==> config.mk <==
export PLATFORM = sky130hd
export DESIGN_NAME = ps2_key_sequencer
export DESIGN_NICKNAME = d
export VERILOG_FILES = /design/src/rtl/ps2_key_sequencer.sv
export SDC_FILE = /design/constraint.sdc
export NUM_CORES = 1
export LEC_CHECK = 0
export CAP_MARGIN = 20
export CORE_ASPECT_RATIO = 0.7
export CORE_MARGIN = 4
export CORE_UTILIZATION = 46
export DETAILED_ROUTE_END_ITERATION = 8
export PLACE_DENSITY = 0.65
export SYNTH_ARGS = -nofsm -noshare
export SYNTH_HDL_FRONTEND = slang
export SYNTH_SLANG_ARGS = --single-unit
==> constraint.sdc <==
create_clock -name CLK -period 2.4 [get_ports CLK]
set_input_delay 0.72 -clock CLK [delete_from_list [all_inputs] [get_ports CLK]]
set_output_delay 0.72 -clock CLK [all_outputs]
set_load 0.03 [all_outputs]
==> src/rtl/ps2_key_sequencer.sv <==
`default_nettype none
// ============================================================================
// Module   : ps2_key_sequencer
// Purpose  : PS/2 keyboard front-end. It samples the raw pins on the system
//            clock, decodes and checks frames, folds E0/F0/E1 prefixes into
//            events, and queues {ext, break, code} for the consumer.
// Options  : PS2_DIR_DECODE_EN adds the Dir/DirUpd direction decoder.
// Revision : 1.0 - initial release
// ============================================================================
module ps2_key_sequencer #(
    parameter int FILTER_LEN     = 4,
    parameter int TIMEOUT_CYCLES = 20000,
    parameter int FIFO_DEPTH     = 4
) (
    input  logic       CLK,
    input  logic       RSTN,
    input  logic       PS2CLK,
    input  logic       PS2Data,
    output logic [7:0] KeyCode,
    output logic       KeyExt,
    output logic       KeyBreak,
    output logic       KeyValid,
    input  logic       KeyReady,
    output logic       FrameErr,
    output logic       Overflow,
`ifdef PS2_DIR_DECODE_EN
    output logic [1:0] Dir,
    output logic       DirUpd,
`endif
    output logic       Busy
);

    localparam int c_FW = $clog2(FILTER_LEN + 1);
    localparam int c_TW = $clog2(TIMEOUT_CYCLES + 1);
    localparam int c_AW = (FIFO_DEPTH > 1) ? $clog2(FIFO_DEPTH) : 1;

    typedef enum logic [1:0] {S_IDLE, S_DATA, S_PARITY, S_STOP} state_t;

    logic [1:0]      r_clk_sync, r_dat_sync;
    logic [c_FW-1:0] r_flt_cnt;
    logic            r_clk_flt, r_strobe;
    state_t          r_state, w_state_nxt;
    logic [2:0]      r_bit_cnt;
    logic [7:0]      r_shift, r_byte;
    logic            r_par, r_byte_vld, r_ferr, r_ovf;
    logic [c_TW-1:0] r_tmo;
    logic            w_timeout, w_accept, w_ferr, w_dat;
    logic            r_ext, r_brk;
    logic [2:0]      r_e1_cnt;
    logic            w_push, w_pop, w_full, w_wr, w_ovf;
    logic [9:0]      w_push_data, r_head, w_head_nxt;
    logic [9:0]      r_mem [FIFO_DEPTH];
    logic [c_AW-1:0] r_rd_ptr, r_wr_ptr;
    logic [c_AW:0]   r_count, w_cnt_left;

    assign w_dat = r_dat_sync[1];

    // Filtered clock only flips after FILTER_LEN agreeing samples; the strobe
    // marks the filtered 1->0 transition.
    always_ff @(posedge CLK or negedge RSTN) begin
        if (!RSTN) begin
            r_clk_sync <= 2'b11;
            r_dat_sync <= 2'b11;
            r_flt_cnt  <= '0;
            r_clk_flt  <= 1'b1;
            r_strobe   <= 1'b0;
        end else begin
            r_clk_sync <= {r_clk_sync[0], PS2CLK};
            r_dat_sync <= {r_dat_sync[0], PS2Data};
            r_strobe   <= 1'b0;
            if (r_clk_sync[1] == r_clk_flt) begin
                r_flt_cnt <= '0;
            end else if (r_flt_cnt == c_FW'(FILTER_LEN - 1)) begin
                r_flt_cnt <= '0;
                r_clk_flt <= r_clk_sync[1];
                r_strobe  <= r_clk_flt;
            end else begin
                r_flt_cnt <= r_flt_cnt + 1'b1;
            end
        end
    end

    assign w_timeout = (r_state != S_IDLE) && !r_strobe
                       && (r_tmo == c_TW'(TIMEOUT_CYCLES - 1));

    always_ff @(posedge CLK or negedge RSTN) begin
        if (!RSTN) r_state <= S_IDLE;
        else       r_state <= w_state_nxt;
    end

    always_comb begin
        w_state_nxt = r_state;
        w_accept    = 1'b0;
        w_ferr      = 1'b0;
        case (r_state)
            S_IDLE:   if (r_strobe && !w_dat) w_state_nxt = S_DATA;
            S_DATA:   if (r_strobe && (r_bit_cnt == 3'd7)) w_state_nxt = S_PARITY;
            S_PARITY: if (r_strobe) w_state_nxt = S_STOP;
            S_STOP: begin
                if (r_strobe) begin
                    w_state_nxt = S_IDLE;
                    if (w_dat && (^{r_shift, r_par})) w_accept = 1'b1;
                    else                               w_ferr   = 1'b1;
                end
            end
            default: w_state_nxt = S_IDLE;
        endcase
        if (w_timeout) begin
            w_state_nxt = S_IDLE;
            w_ferr      = 1'b1;
        end
    end

    always_ff @(posedge CLK or negedge RSTN) begin
        if (!RSTN) begin
            r_bit_cnt  <= '0;
            r_shift    <= '0;
            r_par      <= 1'b0;
            r_tmo      <= '0;
            r_byte     <= '0;
            r_byte_vld <= 1'b0;
            r_ferr     <= 1'b0;
        end else begin
            r_byte_vld <= w_accept;
            r_ferr     <= w_ferr;
            if (w_accept) r_byte <= r_shift;
            if (r_strobe || (r_state == S_IDLE)) r_tmo <= '0;
            else                                 r_tmo <= r_tmo + 1'b1;
            if (r_strobe) begin
                if (r_state == S_IDLE) r_bit_cnt <= '0;
                if (r_state == S_DATA) begin
                    r_shift   <= {w_dat, r_shift[7:1]};
                    r_bit_cnt <= r_bit_cnt + 1'b1;
                end
                if (r_state == S_PARITY) r_par <= w_dat;
            end
        end
    end

    // Prefix bytes only update flags; the E1 pause sequence swallows 7 more bytes.
    assign w_push = r_byte_vld && (r_e1_cnt == 3'd0) && (r_byte != 8'hE0)
                    && (r_byte != 8'hF0) && (r_byte != 8'hE1);
    assign w_push_data = {r_ext, r_brk, r_byte};

    always_ff @(posedge CLK or negedge RSTN) begin
        if (!RSTN) begin
            r_ext    <= 1'b0;
            r_brk    <= 1'b0;
            r_e1_cnt <= '0;
        end else if (w_timeout) begin
            r_ext    <= 1'b0;
            r_brk    <= 1'b0;
            r_e1_cnt <= '0;
        end else if (r_byte_vld) begin
            if (r_e1_cnt != 3'd0)    r_e1_cnt <= r_e1_cnt - 1'b1;
            else if (r_byte == 8'hE1) r_e1_cnt <= 3'd7;
            else if (r_byte == 8'hE0) r_ext    <= 1'b1;
            else if (r_byte == 8'hF0) r_brk    <= 1'b1;
            else begin
                r_ext <= 1'b0;
                r_brk <= 1'b0;
            end
        end
    end

    assign KeyValid = (r_count != '0);
    assign w_pop    = KeyValid && KeyReady;
    assign w_full   = (r_count == (c_AW + 1)'(FIFO_DEPTH));
    assign w_wr     = w_push && (!w_full || w_pop);
    assign w_ovf    = w_push && w_full && !w_pop;

    // Head register is preloaded so a push into an empty FIFO is visible next cycle.
    always_comb begin
        w_head_nxt = r_head;
        w_cnt_left = r_count - {{c_AW{1'b0}}, w_pop};
        if (w_cnt_left != '0) w_head_nxt = r_mem[r_rd_ptr + c_AW'(w_pop)];
        else if (w_wr)        w_head_nxt = w_push_data;
    end

    always_ff @(posedge CLK or negedge RSTN) begin
        if (!RSTN) begin
            for (int i = 0; i < FIFO_DEPTH; i++) r_mem[i] <= '0;
            r_rd_ptr <= '0;
            r_wr_ptr <= '0;
            r_count  <= '0;
            r_head   <= '0;
            r_ovf    <= 1'b0;
        end else begin
            r_ovf   <= w_ovf;
            r_head  <= w_head_nxt;
            r_count <= r_count + {{c_AW{1'b0}}, w_wr} - {{c_AW{1'b0}}, w_pop};
            if (w_wr) begin
                r_mem[r_wr_ptr] <= w_push_data;
                r_wr_ptr        <= r_wr_ptr + 1'b1;
            end
            if (w_pop) r_rd_ptr <= r_rd_ptr + 1'b1;
        end
    end

    assign KeyCode  = r_head[7:0];
    assign KeyBreak = r_head[8];
    assign KeyExt   = r_head[9];
    assign FrameErr = r_ferr;
    assign Overflow = r_ovf;
    assign Busy     = (r_state != S_IDLE);

`ifdef PS2_DIR_DECODE_EN
    logic [1:0] r_dir, w_dir_new;
    logic       r_dir_upd, w_dir_hit;

    always_comb begin
        w_dir_hit = 1'b0;
        w_dir_new = r_dir;
        if (w_push && !r_brk) begin
            case ({r_ext, r_byte})
                9'h175, 9'h01D: begin w_dir_hit = 1'b1; w_dir_new = 2'b00; end
                9'h172, 9'h01B: begin w_dir_hit = 1'b1; w_dir_new = 2'b01; end
                9'h16B, 9'h01C: begin w_dir_hit = 1'b1; w_dir_new = 2'b10; end
                9'h174, 9'h023: begin w_dir_hit = 1'b1; w_dir_new = 2'b11; end
                default:        w_dir_hit = 1'b0;
            endcase
        end
    end

    always_ff @(posedge CLK or negedge RSTN) begin
        if (!RSTN) begin
            r_dir     <= 2'b00;
            r_dir_upd <= 1'b0;
        end else begin
            r_dir_upd <= w_dir_hit && (w_dir_new != r_dir);
            if (w_dir_hit) r_dir <= w_dir_new;
        end
    end

    assign Dir    = r_dir;
    assign DirUpd = r_dir_upd;
`endif

endmodule
`default_nettype wire

==> Word-level counts from Yosys, hierarchy flattened <==
Cells that the tools add are included.
{ "totals": {"mem_count": 0, "word_cells": 146, "inputBits": 5, "register_bits": 111, "rom_bits": 0, "ram_bits": 0, "latch_bits": 0, "output_inout_bits": 14} }
{ "classes": {"magnitude_cmp": 3, "div_mod_pow": 0, "n_bitwise": 3, "add_sub_neg": 10, "n_mux": 44, "shift": 0, "multipliers": 0, "reduce_logical": 39, "n_eq_ne": 22} }
{ "op_table": {"columns": ["op", "count"], "rows": [
  ["two-way mux 10 bit", 5],
  ["bitwise mux 40 bit", 1],
  ["equality test 8 bit (second input constant)", 3],
  ["two-way mux 3 bit", 8],
  ["!= test 8 bit (second input constant)", 3],
  ["two-way mux 1 bit", 21],
  ["binary-select mux 10 bit (select 2 bit)", 1],
  ["demux 10 bit (select 2 bit)", 1],
  ["adder 15 x 1 -> 15 bit (second input constant)", 1],
  ["equality test 15 bit (second input constant)", 1],
  ["two-way mux 15 bit", 1],
  ["!= test 3 bit (second input constant)", 5],
  ["logical AND 1 bit", 14],
  ["AND reduction 4 bit", 3],
  ["nonzero test 3 bit", 4],
  ["two-way mux 2 bit", 5],
  ["AND reduction 2 bit", 5],
  ["XOR reduction 9 bit", 1],
  ["one-hot mux 2 bit (4 select lines)", 1],
  ["nonzero test 2 bit", 4],
  ["adder 3 x 1 -> 3 bit (second input constant)", 2],
  ["equality test 3 bit (second input constant)", 2],
  [">= comparator 3 bit (second input constant)", 2],
  ["!= test 2 bit (second input constant)", 3],
  ["other kinds (16)", 24]
]} }

==> Longest topological paths before layout <==
Gate-level depths: netlist of the first run.
{ "logic_depth": {"word_depth": 8, "mapped_depth": 9, "ltp_nobuf": 8} }

==> Least setup slack after synthesis of the first run <==
Ideal clock, no wire load.
{ "synth_timing": {"path_kind": "register -> register", "from": "register r_count[1]", "to": "register r_head[0]", "path_stages_with_launch": 8, "setup_time_ns": 0.141, "arrival_ns": 2.674, "required_time_ns": 2.259, "path_slack_ns": -0.415, "n_path_buf": 1, "synth_period_minus_slack_ns": 2.815, "cell_sequence": "dfrtp_1 -> or3_1 -> and2_1 -> ha_1 -> clkbuf_1 -> mux4_2 -> nor2_1 -> a31oi_1"} }
{ "synth_via": {"elab_chain_len": 8, "word_cells_on_any_way": 15, "classes_between": "2 x add/sub; 1 x eq/ne; 4 x mux; 1 x bitwise; 7 x reduce/logical"} }
{ "synth_rtl": {"columns": ["item", "line", "text"], "rows": [
  ["start, declared", "54", "logic [c_AW:0] r_count, w_cnt_left;"],
  ["start signal, assigned", "191", "r_count <= r_count + {{c_AW{1'b0}}, w_wr} - {{c_AW{1'b0}}, w_pop};"],
  ["nonzero test 3 bit (*)", "166", "assign KeyValid = (r_count != '0);"],
  ["net KeyValid", "22", "output logic KeyValid,"],
  ["logical AND 1 bit (*)", "167", "assign w_pop = KeyValid && KeyReady;"],
  ["net w_pop", "50", "logic w_push, w_pop, w_full, w_wr, w_ovf;"],
  ["adder 2 x 1 -> 2 bit", "176", "if (w_cnt_left != '0) w_head_nxt = r_mem[r_rd_ptr + c_AW'(w_pop)];"],
  ["inverter 2 -> 3 bit (implied by the code)", "176", null],
  ["binary-select mux 10 bit (select 2 bit)", "176", null],
  ["two-way mux 10 bit (implied by the code) (2 in a row)", "176", null],
  ["two-way mux 10 bit", "176", null],
  ["end signal, assigned", "190", "r_head <= w_head_nxt;"],
  ["end, declared", "51", "logic [9:0] w_push_data, r_head, w_head_nxt;"]
]} }
Mark *: on every way through the listed nets, which the timed path passes. The rest lies on a longest branch. The select of a mux whose other input is x is not followed.
A chain may end at the register's enable or synchronous reset.

==> Worst setup path in the final report of the first run <==
{ "layout_timing": {"from": "input KeyReady", "to": "register r_count[2]"} }
{ "layout_via": {"elab_chain_len": 5} }
{ "layout_rtl": {"columns": ["item", "line", "text"], "rows": [
  ["start, declared", "23", "input logic KeyReady,"],
  ["logical AND 1 bit", "167", null],
  ["logical OR 1 bit", "169", "assign w_wr = w_push && (!w_full || w_pop);"],
  ["logical AND 1 bit", "169", null],
  ["net w_wr", "50", null],
  ["adder 3 x 1 -> 3 bit", "191", null],
  ["subtractor 3 x 1 -> 3 bit", "191", null]
]} }
The timed path passes the listed nets, and every way through them passes these cells.

==> results of run 1 <==
logic make-up after synthesis:
| family | Yosys count |
|---|---|
| buf+inv | 33 |
| simple gates | 107 |
| flops | 111 |
| mux | 68 |
| xor+xnor | 24 |
| fa+ha+maj | 20 |
| compound gates | 54 |
sequential cells by signal (all words and copies together) (netlist names), 2 cells and up:
register / flops
r_head: 10
r_clk_sync: 2
r_dat_sync: 2
r_count: 3
r_byte: 8
r_wr_ptr: 2
r_flt_cnt: 3
r_tmo: 15
r_rd_ptr: 2
r_bit_cnt: 3
r_state: 2
r_shift: 8
r_e1_cnt: 3
r_mem: 40
critical path: stages:
cell and delay, ns:
clkdlybuf4s50_1 0.43, or4b_4 0.51, nand3_1 0.12, nor2_1 0.07, ha_1 0.21, fa_1 0.37
xnor2_1 0.13
layer usage:
layer  up-vias  part of all wire [%]  global-route usage, %
met3         9                   3.9                  4.814
met5         -                     0                      0
met4         0                   1.2                  4.880
met1      1698                    49                  24.15
met2        60                    46                  25.99
li1       1559                     -                      -
what timing repair did:
action                                  CTS  global route
endpoints found under the setup margin   44            28
pin swaps                                 1             2
resized for setup                         6             3
setup buffers                             0             0
stage by stage:
step / cell area, um2 / worst slack (ns) / TNS [ns]
after floorplan: 5266 / 0.03086 / 0
after CTS: 6126 / 0.03989 / 0
after global placement: 5786 / -0.4588 / -20.22
after global routing: 6141 / 0.003843 / 0
after detailed placement: 5786 / -0.5168 / -22.53
final: 6141 / 0.07600 / 0
final cells by class:
type | instances | area (um2) | share of cell area, %
sequential | 111 | 2784 | 45.33
multi-input combinational | 273 | 2381 | 38.77
timing repair buffer | 40 | 402.9 | 6.561
clock buffer | 10 | 229.0 | 3.729
tap | 153 | 191.4 | 3.117
clock inverter | 6 | 92.59 | 1.508
inverter | 16 | 60.06 | 0.9780
cell usage after synthesis, types with 2 or more instances:
library cell and number:
nor2_1 26, a31oi_1 10, nand4_1 4, xnor2_1 11
o21ai_0 19, buf_2 2, clkbuf_1 14, and2_1 4
ha_1 19, nor3b_1 2, or4_1 3, mux4_2 10
o21a_1 2, a21oi_1 8, nand3_4 2, nor3_1 9
and4_1 3, a32o_1 2, xor2_1 11, nor2b_1 5
dfstp_2 5, or3_1 2, nand2_1 18, dfrtp_1 106
nand3_1 15, mux2_2 54, o31ai_1 2, nand3_2 2
nor4bb_1 2, inv_1 16, and3_1 2, mux2_1 3
power groups by stage:
stage	logic [mW]	registers [mW]	clock network (mW)
floorplan	0.911	2.27	0
global placement	1.48	2.21	0
detailed placement	1.53	2.22	0
CTS	1.53	2.18	1.63
global route	1.67	2.21	1.71
finish	1.52	2.19	1.60
layout by cell type (no fill, tap or decap), types with 5 or more instances in the layout:
master           netlist  layout
a21oi_1                8       8
a31oi_1               10      10
buf_12                 0       5
buf_4                  0      18
clkbuf_16              0       9
clkdlybuf4s50_1        0      15
dfrtp_1              106     106
dfstp_2                5       5
ha_1                  19      18
inv_1                 16      16
mux2_2                54      54
mux4_2                10      10
nand2_1               18      18
nand3_1               15      15
nor2_1                26      26
nor3_1                 9       9
o21ai_0               19      19
xnor2_1               11      11
xor2_1                11      10
final timing paths:
check                         startpoint            end  cells after the start
max                             KeyReady     r_count[2]                      7
min                                 RSTN      r_mem[32]                      1
max reg2reg                    r_byte[1]       r_mem[1]                      5
min reg2reg                r_dat_sync[0]  r_dat_sync[1]                      0
max in group asynchronous           RSTN       Overflow                      2
min in group CLK           r_dat_sync[0]  r_dat_sync[1]                      0
==> results.json, run 1 <==
{
  "hold_buffers": 0,
  "fill_cells": 911,
  "power_density_nw_per_um2": 863.6,
  "power.internal_mw": 3.690,
  "antenna_cells": 0,
  "route.detailed.drc": 0,
  "worstPathRequired_ns": 2.64,
  "numPortBuffers": 18,
  "cts_sinks": 111,
  "synth-simple-area-share_pct": 11.44,
  "start_util_pct": 47.34,
  "synth_top_flop_cell": "dfrtp_1",
  "track_usage_pct": 17.12,
  "overflow": 0,
  "maxCapViolCount": 0,
  "ys_types": 56,
  "setup_viol": 0,
  "drtIter0Drc": 207,
  "outcome": "completed",
  "p_leak_nw": 2.820,
  "period_needed_ns": 2.324,
  "clkSlewWorstSetupHoldPaths_ns": 0.07,
  "synth_warnings": 0,
  "cts_root_buf": "clkbuf_16",
  "dpl.hpwl_mm": 7.146,
  "wl_per_cell_um": 16.84,
  "drive_above_1_share_pct": 26.97,
  "synth_nets": 442,
  "start_kind": "input port",
  "synth_top_area_cell": "dfrtp_1",
  "via_count": 3326,
  "ys_ff_latch": 111,
  "switchingPower_mw": 1.613,
  "ant_nets": 0,
  "syn_to_final_growth_pct": 16.97,
  "core_um2": 11090,
  "synth_top_area_share_pct": 50.52,
  "pin_count": 19,
  "muxShareOfSynthArea_pct": 16.94,
  "critical_path_class": "input port to flip-flop",
  "numCtsBuffers": 9,
  "clock_latency_ns": 0.35,
  "synthTopCellsByArea": "dfrtp_1, mux2_2, ha_1",
  "hold_slack_ns": 0.3053,
  "final_util_pct": 55.37,
  "place_congestion": 0.7497,
  "max_freq_mhz": 430.3,
  "synth_xor_area_share_pct": 4.552,
  "comb_power_share_pct": 28.7,
  "wirelength_mm": 10.26,
  "syn_inst": 417,
  "grt_max_degree": 34,
  "seq_power_share_pct": 41.2,
  "synth_adder_area_share_pct": 4.909,
  "die-area_um2": 13210,
  "die_w_um": 135.7,
  "fin_cells": 609,
  "vdd_drop_max_uv": 377.6,
  "rows": 32,
  "p_total_mw": 5.303,
  "dr.pass1.iters": 4,
  "synth_seq_area_share_pct": 53.03,
  "rrSetupSlack_ns": 0.12,
  "syn-cell-area_um2": 5250,
  "synthArstFlopShare_pct": 100.0,
  "critical_path.max_fanout": 3,
  "synth_compound_area_share_pct": 6.578,
  "grt_pass1_wl_mm": 17.92,
  "switching_share_pct": 30.41,
  "hold_viol_final": 0,
  "synth_top_family_by_area": "multiplexers",
  "avgSynthCellArea_um2": 12.59,
  "nNetsFinal": 476,
  "crit_path_end_kind": "flip-flop",
  "synth_edf_count": 0,
  "holdCritPathClass": "input port to asynchronous set/reset pin",
  "h-tree-depth": 3,
  "relSlewSlack_pct": 63.37,
  "cp.arrival_ns": 2.56,
  "worstMarginPinSlew_ns": 0.5469,
  "clockBufferDepth": 2,
  "fin_crit_sh_pct": 96.83,
  "antenna_found_initial": 0,
  "skew_ns": 0.008825,
  "vias_per_cell": 5.461,
  "cts_tree": "built",
  "p_clk_share_pct": 30.1,
  "rsz0062_at_grt": "no",
  "first_global_vias": 3555,
  "slew_viol_final": 0,
  "chipHeight_um": 97.38,
  "placedCellCount": 593
}
No activity file was read; power rests on OpenSTA's default activity.
==> run 2, diff against run 1 <==
Settings changed: PLACE_DENSITY 0.65 to not set.
Clock period 2.4 ns to 2.3 ns, I/O delays scaled along.
==> run 2 against run 1 <==
- global-route usage is 0.27 points lower
- critical path depth stayed put
- die area stayed put
- sequential share of layout area is 0.75 points lower
- total power is 9.4% higher
- cell count is 0.82% higher
- clock skew is 0.0023 ns lower
- cell area is 1.7% higher
- sequential power is 5% higher
- largest power group unchanged
==> results.json, run 2 (synthesis gave the netlist of run 1 again) <==
{
  "dr.pass1.iters": 5,
  "setup_viol": 0,
  "relSlewSlack_pct": 71.30,
  "fill_cells": 927,
  "grt_max_degree": 40,
  "cts_tree": "built",
  "crit_path_end_kind": "flip-flop",
  "critical_path.max_fanout": 5,
  "critical_path_class": "flip-flop to flip-flop",
  "cts_sinks": 111,
  "clock_latency_ns": 0.35,
  "numPortBuffers": 18,
  "regMostFlops": "r_mem",
  "layout_common_cells": "dfrtp_1, mux2_2, nor2_1",
  "rows": 32,
  "rrSetupSlack_ns": 0.06,
  "hold_viol_final": 0,
  "regArea_um2": 2784,
  "start_kind": "flip-flop",
  "design_area_um2": 6245,
  "max_freq_mhz": 446.7,
  "hold_buffers": 0,
  "numCtsBuffers": 9,
  "route.detailed.drc": 0,
  "outcome": "completed",
  "p_leak_nw": 2.878,
  "place_congestion": 0.7818,
  "h-tree-depth": 3,
  "chipHeight_um": 97.38,
  "dpl-instance-area_um2": 5828,
  "die_w_um": 135.7,
  "via_count": 3360,
  "vias_per_cell": 5.472,
  "dpl.hpwl_mm": 7.240,
  "core_um2": 11090,
  "dp_slack_ns": -0.7290,
  "period_needed_ns": 2.239,
  "cp.arrival_ns": 2.47,
  "largest_reg_flops": 40,
  "syn_to_final_growth_pct": 18.95,
  "finalSetupTns_ns": 0,
  "power_density_nw_per_um2": 929.1,
  "p_total_mw": 5.802,
  "cts_root_buf": "clkbuf_16",
  "antenna_found_initial": 0,
  "maxCapViolCount": 0,
  "die-area_um2": 13210,
  "pin_count": 19,
  "skew_ns": 0.006557,
  "vdd_drop_max_uv": 662.5,
  "wirelength_mm": 10.57,
  "slew_viol_final": 0,
  "fin_crit_sh_pct": 97.33,
  "wl_per_cell_um": 17.21,
  "grt_pass1_wl_mm": 17.55,
  "track_usage_pct": 16.84,
  "multi_input_area_um2": 2421,
  "top_regs": "r_mem x40, r_tmo x15, r_head x10",
  "first_global_vias": 3385,
  "overflow": 0,
  "clockBufferDepth": 2,
  "start_util_pct": 47.34,
  "worstMarginPinSlew_ns": 0.4305,
  "postCtsSetupRepairBufs": 0,
  "drive_above_1_share_pct": 29.07,
  "holdCritPathClass": "input port to asynchronous set/reset pin",
  "nNetsFinal": 481,
  "layout_commonest_cell": "dfrtp_1",
  "setup_slack_ns": 0.06149,
  "rsz0062_at_grt": "no",
  "ant_nets": 0,
  "worstPathRequired_ns": 2.53,
  "drtIter0Drc": 258,
  "clkSlewWorstSetupHoldPaths_ns": 0.07,
  "antenna_cells": 0
}
==> run 2: through the flow <==
step                      hold slack (ns)  util [%]  std cells
after CTS                          0.2853     55.84        613
after global routing               0.3037     56.31        614
after detailed placement           0.3476     52.55        597
final                              0.2777     56.31        614
after global placement             0.3458     52.55        597
after floorplan                    0.3452         -        417
==> run 2: path summary, 6_finish.rpt <==
check	start	end	cells after the start
worst max-delay path	r_count[0]	r_head[0]	7
worst min-delay path	RSTN	r_count[2]	1
worst max register to register	r_count[0]	r_head[0]	7
worst min register to register	r_clk_sync[0]	r_clk_sync[1]	0
max in group asynchronous	RSTN	r_dat_sync[0]	2
min in group CLK	r_clk_sync[0]	r_clk_sync[1]	0
==> run 2: layer usage <==
| metal | wire length (um) | share of wire (%) | global-route usage [%] |
|---|---|---|---|
| met2 | 4826 | 46 | 25.23 |
| met1 | 5415 | 51 | 25.01 |
| met3 | 213 | 2.0 | 3.416 |
| met5 | 0 | 0 | 0 |
| met4 | 112 | 1.1 | 4.648 |
==> run 2: layout make-up <==
class                      instances  area share (%)
multi-input combinational        273           38.77
inverter                          16          0.9617
timing repair buffer              45           7.113
tap                              153           3.066
sequential                       111           44.58
clock inverter                     7           1.903
clock buffer                       9           3.606
==> run 2: critical path: stages (launching register included) <==
cell     delay, ns
dfrtp_1       0.41
or3_4         0.38
and2_4        0.19
ha_4          0.31
buf_12        0.14
mux4_2        0.51
nor2_1        0.12
a31oi_1       0.05
==> run 2: repair_timing <==
item	CTS	global route
gates resized for setup	7	8
endpoints found under the setup margin	49	29
pin swaps	0	4
gates cloned	0	1
==> run 2: where the power goes <==
part / switching (mW) / internal, mW / leakage [nW]
Clock: 0.720 / 1.07 / 0.162
Combinational: 0.887 / 0.839 / 1.22
Sequential: 0.145 / 2.14 / 1.50
==> run 3, diff against run 2 <==
Settings changed: CTS_BUF_LIST set to sky130_fd_sc_hd__clkbuf_8.
==> run 3 against run 2 <==
- combinational power barely moved
- routed wire length fell by 0.64%
- clock power decreased by 22%
- sequential power about the same
- critical path depth unchanged
- maximum frequency down 0.47%
- total power shrank 6.8%
- flip-flop and latch count stayed put
- register-to-register slack about the same
- hold slack worse by 0.036 ns
- cell area shrank 1.7%
==> results.json, run 3 (synthesis gave the netlist of run 1 again) <==
{
  "maxCapViolCount": 0,
  "placedCellCount": 597,
  "drtIter0Drc": 246,
  "layout_common_cells": "dfrtp_1, mux2_2, nor2_1",
  "slew_viol_final": 0,
  "rsz0062_at_grt": "no",
  "comb_power_share_pct": 31.8,
  "first_global_vias": 3348,
  "cts_root_buf": "clkbuf_8",
  "ant_nets": 0,
  "finalSetupTns_ns": 0,
  "antenna_found_initial": 0,
  "clockBufferDepth": 2,
  "antenna_cells": 0,
  "cts_tree": "built",
  "regMostFlops": "r_mem",
  "cts_sinks": 111,
  "p_clk_share_pct": 25.9,
  "wl_met3_um": 327,
  "vias_per_cell": 5.412,
  "numCtsBuffers": 9,
  "rows": 32,
  "switchingPower_mw": 1.702,
  "dp_slack_ns": -0.7290,
  "vdd_drop_max_uv": 699.7,
  "power_density_nw_per_um2": 881.0,
  "crit_path_end_kind": "flip-flop",
  "grt_max_degree": 40,
  "numPortBuffers": 18,
  "wl_met1_mm": 5.402,
  "chipHeight_um": 97.38,
  "critical_path_class": "input port to flip-flop",
  "top_regs": "r_mem x40, r_tmo x15, r_head x10",
  "worstPathRequired_ns": 2.57,
  "period_needed_ns": 2.249,
  "overflow": 0,
  "h-tree-depth": 3,
  "switching_share_pct": 31.48,
  "outcome": "completed",
  "layout_commonest_cell": "dfrtp_1",
  "critical_path.max_fanout": 3,
  "start_util_pct": 47.34,
  "power.internal_mw": 3.706,
  "holdCritPathClass": "input port to asynchronous set/reset pin",
  "skew_ns": 0.01095,
  "place_congestion": 0.7818,
  "relSlewSlack_pct": 71.74,
  "track_usage_pct": 16.62,
  "hold_viol_final": 0,
  "p_leak_nw": 2.824,
  "clock_latency_ns": 0.38,
  "via_count": 3323,
  "pin_count": 19,
  "cp.arrival_ns": 2.52,
  "core_um2": 11090,
  "start_kind": "input port",
  "die_w_um": 135.7,
  "grt_pass1_wl_mm": 17.37,
  "hold_buffers": 0,
  "drive_above_1_share_pct": 28.85,
  "syn_to_final_growth_pct": 16.92,
  "clkSlewWorstSetupHoldPaths_ns": 0.10,
  "dr.pass1.iters": 4,
  "nNetsFinal": 481,
  "setup_slack_ns": 0.05082,
  "postCtsSetupRepairBufs": 0,
  "fin_cells": 614,
  "worstMarginPinSlew_ns": 0.4193,
  "max_freq_mhz": 444.6,
  "highest_layer": "met4",
  "seq_power_share_pct": 42.3,
  "route.detailed.drc": 0,
  "die-area_um2": 13210,
  "setup_viol": 0,
  "dpl.hpwl_mm": 7.240,
  "largest_reg_flops": 40,
  "wl_met2_mm": 4.696,
  "fin_crit_sh_pct": 97.79,
  "wirelength_mm": 10.50,
  "wl_per_cell_um": 17.10
}
-- run 3: changes by cell type in the layout (fill, tap and decap cells not counted), sizes merged --
cell           change
clkdlybuf4s50      +1
dlymetal6s2s       -1
-- run 3: worst paths after layout --
kind / startpoint / to / slack (ns) / depth (start not counted)
min in group CLK: r_clk_sync[0] / r_clk_sync[1] / 0.36 / 0
worst min-delay path: RSTN / r_count[2] / 0.24 / 1
worst max register to register: r_count[0] / r_head[4] / 0.06 / 7
max in group asynchronous: RSTN / r_dat_sync[1] / 1.40 / 2
worst max-delay path: KeyReady / r_count[2] / 0.05 / 7
worst min register to register: r_clk_sync[0] / r_clk_sync[1] / 0.36 / 0
-- run 3: routing by layer --
metal	track usage, %	vias up
met2	24.89	33
met4	2.556	0
met1	24.74	1717
met3	4.658	7
met5	0	-
li1	-	1566
-- run 3: area by class of cell --
cell class                 count  area, um2
clock buffer                   9      123.9
clock inverter                 7      118.9
fill                         937       4952
inverter                      16      60.06
multi-input combinational    273       2419
sequential                   111       2784
tap                          153      191.4
timing repair buffer          45      441.7
-- run 3: worst max-delay path, cell delays in order --
cell	delay, ns
clkdlybuf4s50_1	0.44
or4b_4	0.52
nand3_2	0.10
nor2_1	0.07
ha_2	0.19
fa_1	0.37
xnor2_1	0.13
-- run 3: power groups by stage --
stage,Sequential [mW],Clock (mW),Combinational (mW)
final,2.29,1.40,1.72
after global routing,2.31,1.51,1.88
after CTS,2.29,1.44,1.62
after detailed placement,2.32,0,1.63
after global placement,2.31,0,1.59
after floorplan,2.37,0,0.989
-- run 3: per-stage QoR --
stage | util [%] | power, mW | hold WS (ns) | cell area (um2)
6_report | 55.35 | 5.408 | 0.2419 | 6138
5_1_grt | 55.35 | 5.699 | 0.2527 | 6138
4_1_cts | 54.88 | 5.343 | 0.2436 | 6087
3_5_place_dp | 52.55 | 3.949 | 0.3476 | 5828
3_3_place_gp | 52.55 | 3.900 | 0.3458 | 5828
2_1_floorplan | - | 3.359 | 0.3452 | 5298
-- run 3: timing repair --
item,4_1_cts,5_1_grt
endpoints found under the hold margin,0,0
gates resized for setup,6,7
setup endpoints to repair,48,30
pin swaps,1,1
gates cloned,0,1
==> variant (config.mk and constraints of run 3) <==
Remove the register `r_ovf`: a continuous assignment takes its place, so the output `Overflow` follows one clock earlier.
--- a/src/rtl/ps2_key_sequencer.sv
+++ b/src/rtl/ps2_key_sequencer.sv
@@ -184,9 +184,7 @@
             r_wr_ptr <= '0;
             r_count  <= '0;
             r_head   <= '0;
-            r_ovf    <= 1'b0;
-        end else begin
-            r_ovf   <= w_ovf;
+        end else begin
             r_head  <= w_head_nxt;
             r_count <= r_count + {{c_AW{1'b0}}, w_wr} - {{c_AW{1'b0}}, w_pop};
             if (w_wr) begin
@@ -196,6 +194,8 @@
             if (w_pop) r_rd_ptr <= r_rd_ptr + 1'b1;
         end
     end
+
+    assign r_ovf = w_ovf;
 
     assign KeyCode  = r_head[7:0];
     assign KeyBreak = r_head[8];
Function: same outputs for any inputs over 10 cycles, from zero or initial values and one cycle with RSTN low; that may be too few to reach the edited logic, so the function may still have changed.
==> variant against run 3 <==
  * The flow now finishes with violations (negative setup slack)
  * Final area increased by 3.0%
  * Synthesized area decreased by 0.48%
  * Wire length increased by 2.9%
  * Total power decreased by 1.9%
  * Worst setup slack got worse by 0.35 ns
  * Worst hold slack got worse by 0.14 ns
  * Sequential cell count decreased by 1
  * Clock power decreased by 18%
==> variant: results (changes against run 3) <==
- CP Launch Point: r_byte[2]
- Cell count after placement: 601 (+0.67%)
- Syn_nets: 441 (-0.23%)
- First DRT Iteration DRCs: 172 (-30%)
- Clock share of power: 21.6% (-4.3 points)
- Status: finished, violations left
- Synth Area in Compound Gates: 6.61% (+0.032 points)
- Vias in the first global route: 3,311 (-1.1%)
- Critical path arrival: 1.91 ns (-0.61 ns)
- Detailed-route wire length per cell: 17.3 um (+1.1%)
- Lkg Pwr: 0.00291 uW (+3.1%)
- DRT met1 WL: 5.48 mm (+1.5%)
- Detailed placer's ending HPWL: 6.92 mm (-4.4%)
- Post-synth ARST share: 100% (unchanged)
- DR vias: 3,368 (+1.4%)
- Worst Setup EP: Overflow
- Syn avg cell area: 12.6 um^2 (-0.24%)
- Slew HR: 50.8% (-21 points)
- Clock root buffer: clkbuf_8
- Worst slack at placement: -0.566 ns (+0.163 ns)
- Post-synthesis mux area share: 17.0% (+0.081 points)
- CP max stage delay: 0.58 ns (+0.06 ns)
- Placed cell area: 5850 um^2 (+0.45%)
- Post-Route WL: 10.8 mm (+2.9%)
- Met3 WL post-DR: 492 um (+50%)
- Maximum vdd ir drop: 0.000448 V (-36%)
- Clk power: 1150 uW (-18%)
- Seq/Total Area, Yosys: 52.8% (-0.22 points)
- CP max FO: 2 (-1)
- Largest net degree at the start of global routing: 57 (+43%)
- Commonest cells post-synth: 105 x dfrtp_1, 54 x mux2_2, 26 x nor2_1
- Synth area leaders: dfrtp_1 50%, mux2_2 12%, ha_1 4.5%
- Placer Congestion: 0.779 (-0.35%)
- Post-route setup TNS: -0.320 ns (-0.320 ns)
- Final setup vio count: 3 (+3)
- Final hold slack: 0.0999 ns (-0.142 ns)
- FF-to-FF End: r_mem[27]
- Synth Area in XOR/XNOR: 4.57% (+0.022 points)
- Final WS setup: -0.297 ns (-0.348 ns)
- Skew final: 0.00958 ns (-0.00137 ns)
- Pint: 3600 uW (-2.8%)
- Seq pwr share: 42.7% (+0.4 points)
- Post-Synth Adder-Cell Area: 4.93% (+0.024 points)
- Worst R2R Setup Slack: -0.02 ns (-0.08 ns)
- Met3 Usage GRT: 4.14% (-0.52 points)
- First-pass GRT wire length: 17.3 mm (-0.12%)
- Failing checks: negative setup slack
- Met1 Track Usage GR: 25.8% (+1.1 points)
==> variant: changes by cell type in the layout (fill, tap and decap cells not counted), sizes merged <==
cell           delta
clkinvlp          -1
nand3             +2
bufinv            -2
clkbuf            +3
buf              +10
clkinv            +1
clkdlybuf4s50     -2
dlygate4sd2       +1
dfrtp             -1
==> variant: timing repair <==
item | 4_1_cts | 5_1_grt
resized for setup | 10 | 31
buffers inserted | 1 | 4
setup endpoints to repair | 44 | 54
pin swaps | 4 | 9
gates cloned | 0 | 5
==> variant: layout make-up <==
cell class              count  area, um^2
multi-input cells         275        2530
well taps                 153         191
clock buffers              10         138
inverters                  16        60.1
fillers                   951        4730
repair buffers             56         588
flip-flops and latches    110        2760
clock inverters             5        51.3
==> variant: worst reg2reg max path: stages (launching register included) <==
cell and delay (ns):
dfrtp_1 0.39, or4b_4 0.58, buf_4 0.16, buf_4 0.14, a211o_4 0.32, buf_12 0.16, nand3_4 0.12, mux2_2 0.35
